==> config.mk <==
export PLATFORM = sky130hd
export DESIGN_NAME = alu_issue_ctrl
export DESIGN_NICKNAME = d
export VERILOG_FILES = /design/src/rtl/alu_issue_ctrl.sv
export SDC_FILE = /design/constraint.sdc
export NUM_CORES = 1
export LEC_CHECK = 0
export CAP_MARGIN = 20
export CORE_UTILIZATION = 30
export DETAILED_ROUTE_END_ITERATION = 6
export HOLD_SLACK_MARGIN = 0.15
export PLACE_DENSITY = 0.55
export SLEW_MARGIN = 10
export SYNTH_ARGS = -nofsm -noshare
export SYNTH_HDL_FRONTEND = slang
export SYNTH_SLANG_ARGS = --single-unit
==> constraint.sdc <==
create_clock -name clk -period 2.2 [get_ports clk]
set_input_delay 0.22 -clock clk [delete_from_list [all_inputs] [get_ports clk]]
set_output_delay 0.22 -clock clk [all_outputs]
set_load 0.005 [all_outputs]
==> src/rtl/alu_issue_ctrl.sv <==
// Issue/retire sequencer for alu_4bit: register file, operand latch,
// result and flag writeback with a 3-cycle serialized handshake.
module alu_issue_ctrl #(
    parameter int WIDTH = 4,
    parameter int NREGS = 4,
    localparam int RW = $clog2(NREGS)
) (
    input  logic             clk,
    input  logic             rst_n,
    input  logic             in_valid,
    output logic             in_ready,
    input  logic [3:0]       in_opcode,
    input  logic [RW-1:0]    in_rd,
    input  logic [RW-1:0]    in_rs1,
    input  logic [RW-1:0]    in_rs2,
    input  logic             in_use_imm,
    input  logic [WIDTH-1:0] in_imm,
    output logic [WIDTH-1:0] alu_a,
    output logic [WIDTH-1:0] alu_b,
    output logic [3:0]       alu_opcode,
    input  logic [WIDTH-1:0] alu_result,
    input  logic             alu_zero,
    input  logic             alu_carry,
    input  logic             alu_overflow,
    input  logic             alu_negative,
    output logic [3:0]       flags,
    output logic             illegal,
    input  logic             illegal_clr,
    output logic             done,
    input  logic [RW-1:0]    dbg_addr,
    output logic [WIDTH-1:0] dbg_data
);

    typedef enum logic [1:0] {IDLE, EXEC, WB} state_t;

    state_t state_q, state_d;

    logic [WIDTH-1:0] rf [NREGS];
    logic [RW-1:0]    rd_q;
    logic [WIDTH-1:0] res_q;
    logic [3:0]       flg_q;
    logic             accept;
    logic             is_cmp;
    logic             is_rsv;
    logic             do_wr;
    logic             do_flg;

    always_ff @(posedge clk) begin
        if (!rst_n) state_q <= IDLE;
        else        state_q <= state_d;
    end

    always_comb begin
        state_d  = state_q;
        in_ready = 1'b0;
        done     = 1'b0;
        unique case (state_q)
            IDLE: begin
                in_ready = 1'b1;
                if (in_valid) state_d = EXEC;
            end
            EXEC: state_d = WB;
            WB: begin
                done    = 1'b1;
                state_d = IDLE;
            end
            default: state_d = IDLE;
        endcase
    end

    assign accept = in_ready & in_valid;

    // 0100 is compare; 0101..0111 are reserved
    assign is_cmp = (alu_opcode == 4'b0100);
    assign is_rsv = (alu_opcode[3:2] == 2'b01) & (alu_opcode[1:0] != 2'b00);
    assign do_wr  = ~is_cmp & ~is_rsv;
    assign do_flg = ~is_rsv;

    always_ff @(posedge clk) begin
        if (!rst_n) begin
            alu_a      <= '0;
            alu_b      <= '0;
            alu_opcode <= 4'b0000;
            rd_q       <= '0;
            res_q      <= '0;
            flg_q      <= '0;
            flags      <= '0;
            illegal    <= 1'b0;
            for (int i = 0; i < NREGS; i++) rf[i] <= '0;
        end else begin
            if (accept) begin
                alu_a      <= rf[in_rs1];
                alu_b      <= in_use_imm ? in_imm : rf[in_rs2];
                alu_opcode <= in_opcode;
                rd_q       <= in_rd;
            end
            if (state_q == EXEC) begin
                res_q <= alu_result;
                flg_q <= {alu_zero, alu_carry, alu_overflow, alu_negative};
            end
            if (state_q == WB) begin
                if (do_wr)  rf[rd_q] <= res_q;
                if (do_flg) flags    <= flg_q;
            end
            // a reserved retire outranks a simultaneous clear
            if (state_q == WB && is_rsv) illegal <= 1'b1;
            else if (illegal_clr)        illegal <= 1'b0;
        end
    end

    assign dbg_data = rf[dbg_addr];

endmodule

==> flow_summary.ini <==
[die]
rows = 30
dieArea_um2 = 7298
ios = 52
start_util_pct = 30.91
die_height_um = 85.43
die_w_um = 85.43
core_um2 = 6756

[timing]
period_share_pct = 94.09
worst_slew_pin_slew_ps = 600.7
hold_viol_final = 0
maxSlewHeadroom_pct = 59.87
drv_slew = 0
rsz0062_at_grt = false
finClkSkew_ps = 3.349
setup_ws_ps = 130.0
fin_crit_ps = 2070
setup_viol = 0
final.setup.tns_ps = 0
max_freq_mhz = 483.1

[grt]
grt.busiest_layer = met2
antenna_found_initial = 0
gr-usage-met2_pct = 20.22
use_met1_pct = 17.07
grtUsageMet3_pct = 3.016
grt_pass1_vias = 1526
grt_max_degree = 19
track_usage_pct = 13.02
grt_pass1_wl_um = 7251
grt.overflow.total = 0

[final_layout]
design_area_um2 = 2758
fillers = 674
n_antenna_cell = 0
fin_cells = 323
layout.nets = 271
multiInputGateArea_um2 = 974.7
drive_gt1_share_pct = 10.29
seq_area_um2 = 1061
area_delta_synth_final_pct = 32.05

[logic_synthesis]
synth_nets = 221
avgSynthCellArea_um2 = 10.88
ys_types = 28
ys_ff_latch = 45
synth-seq-area-share_pct = 50.81
synth_cells = 192
netlist_area_um2 = 2088
yosysWarnings = 0
synth_area_leaders = dfxtp_1 (28%), edfxtp_1 (23%), mux4_2 (8.6%), nand2_1 (6.3%), mux2i_1 (5.8%)
yosysTopAreaCellShare_pct = 27.80
yosys.area.top_type = dfxtp_1

[clock_tree]
clock_path_buffers = 2
cts_hold_buffers = 0
cts_setup_buffers = 0
clkTransAtPathRegs_ps = 90
cts_buffers = 5
clk_latency_ps = 300
htree_levels = 2
cts_root_buf = clkbuf_8
clkSinkCount = 45
cts_tree = yes
cts-resized-gates = 0

[worst_setup_path]
r2r_start = state_q[0]
worstPathArrival_ps = 1850
crit_path_end = dbg_data[1]
critical_path_class = in -> out
start_kind = input pin
reg2reg_setup_slack_ps = 460
rr_worst_depth = 4
r2r_end = rf[1][2]
path_max_fanout = 4
crit_required_ps = 1980
endpoint_kind = output port
crit_start = dbg_addr[0]

[route]
routed_wl_um = 4329
first_iter_violations = 51
dr.pass1.iters = 4
antenna_left = 0
num_vias = 1493
detail_route.wl_per_cell_um = 13.40
drc = 0
viasPerCell = 4.622

[placed_design]
gp_congestion = 0.7804
port-buffer-count = 51
place_area_um2 = 2669
detailed_place_hpwl_um = 3297
dp_cells = 315
dp_slack_ps = 118.7

[power_and_ir_drop]
p_total_mw = 1.686
power_density_nw_per_um2 = 611.4
leakagePower_nw = 1.022
ir_drop_uv = 193.5

[worst_hold_path]
holdCritPathClass = reg -> reg

[job]
maxCapViolCount = 0

[status]
run_status = finished clean
cell type report:
class / count / area share [%]
clock inverter: 3 / 0.7260
timing repair buffer: 54 / 19.33
multi-input combinational: 136 / 35.34
clock buffer: 5 / 2.495
tap: 80 / 3.630
sequential: 45 / 38.48
through the flow:
step	util [%]	hold WS (ps)
after floorplan	-	354.8
after global placement	39.50	446.3
after detailed placement	39.50	449.7
after CTS	40.81	452.8
after global routing	40.81	462.9
final	40.81	459.7
cell families after synthesis:
| family | share of synthesized area, % |
|---|---|
| and+or+nand+nor | 21.57 |
| DFF | 50.81 |
| buffers and inverters | 2.516 |
| AOI/OAI and AO/OA | 10.72 |
| muxes | 14.38 |
worst min path at each step:
stage | from | endpoint | slack (ps) | cells past startpoint
floorplan | alu_negative | flg_q[0] | 350 | 2
global placement | flg_q[3] | flg_q[3] | 450 | 2
detailed placement | flg_q[3] | flg_q[3] | 450 | 2
CTS | alu_result[2] | res_q[2] | 450 | 3
global route | alu_negative | flg_q[0] | 460 | 3
finish | flg_q[3] | flg_q[3] | 460 | 2
metal layers:
layer / vias up / part of all wire (%)
met5: - / 0
met4: 0 / 0.85
met3: 2 / 4.2
met2: 38 / 45
met1: 673 / 50
li1: 780 / -
worst max-delay path, cell delays in order:
cell	delay [ps]
clkdlybuf4s50_1	620
mux4_2	550
clkdlybuf4s50_1	460
cells in the final DEF (no fill, tap or decap):
cell type / count
a211oi_1: 4
a21boi_0: 3
a21boi_1: 11
a21oi_1: 1
and2_1: 15
and2b_4: 1
and3_1: 4
and4b_4: 2
and4bb_4: 1
buf_4: 3
clkbuf_8: 5
clkdlybuf4s50_1: 51
clkinv_2: 1
dfxtp_1: 29
edfxtp_1: 16
inv_4: 1
inv_6: 1
mux2i_1: 12
mux4_2: 8
nand2_1: 35
nand2b_1: 5
nand3_1: 1
nand3b_1: 1
nor2_1: 7
nor2b_1: 7
nor3_1: 4
nor3b_2: 1
o21ai_1: 8
o21ai_2: 1
o2bb2ai_1: 4
cells in the mapped netlist (all sizes together):
library cell	instances
nand2	35
dfxtp	29
edfxtp	16
and2	15
a21boi	14
mux2i	12
o21ai	9
mux4	8
nor2	7
nor2b	7
clkbuf	6
buf	5
nand2b	5
a211oi	4
and3	4
nor3	4
o2bb2ai	4
and4b	2
a21oi	1
and2b	1
and4bb	1
nand3	1
nand3b	1
nor3b	1
state kept, by name, indices dropped and copies added, names as in the netlist:
register / count
state_q: 2
res_q: 4
flg_q: 4
illegal: 1
rd_q: 2
alu_a: 4
flags: 4
rf: 16
alu_opcode: 4
alu_b: 4
power breakdown:
group | leakage [nW] | internal (mW) | switching, mW
registers | 0.402 | 0.898 | 0.0300
clock network | 0.0489 | 0.226 | 0.290
logic | 0.571 | 0.146 | 0.0958
Power figures use the tool's default switching activity.
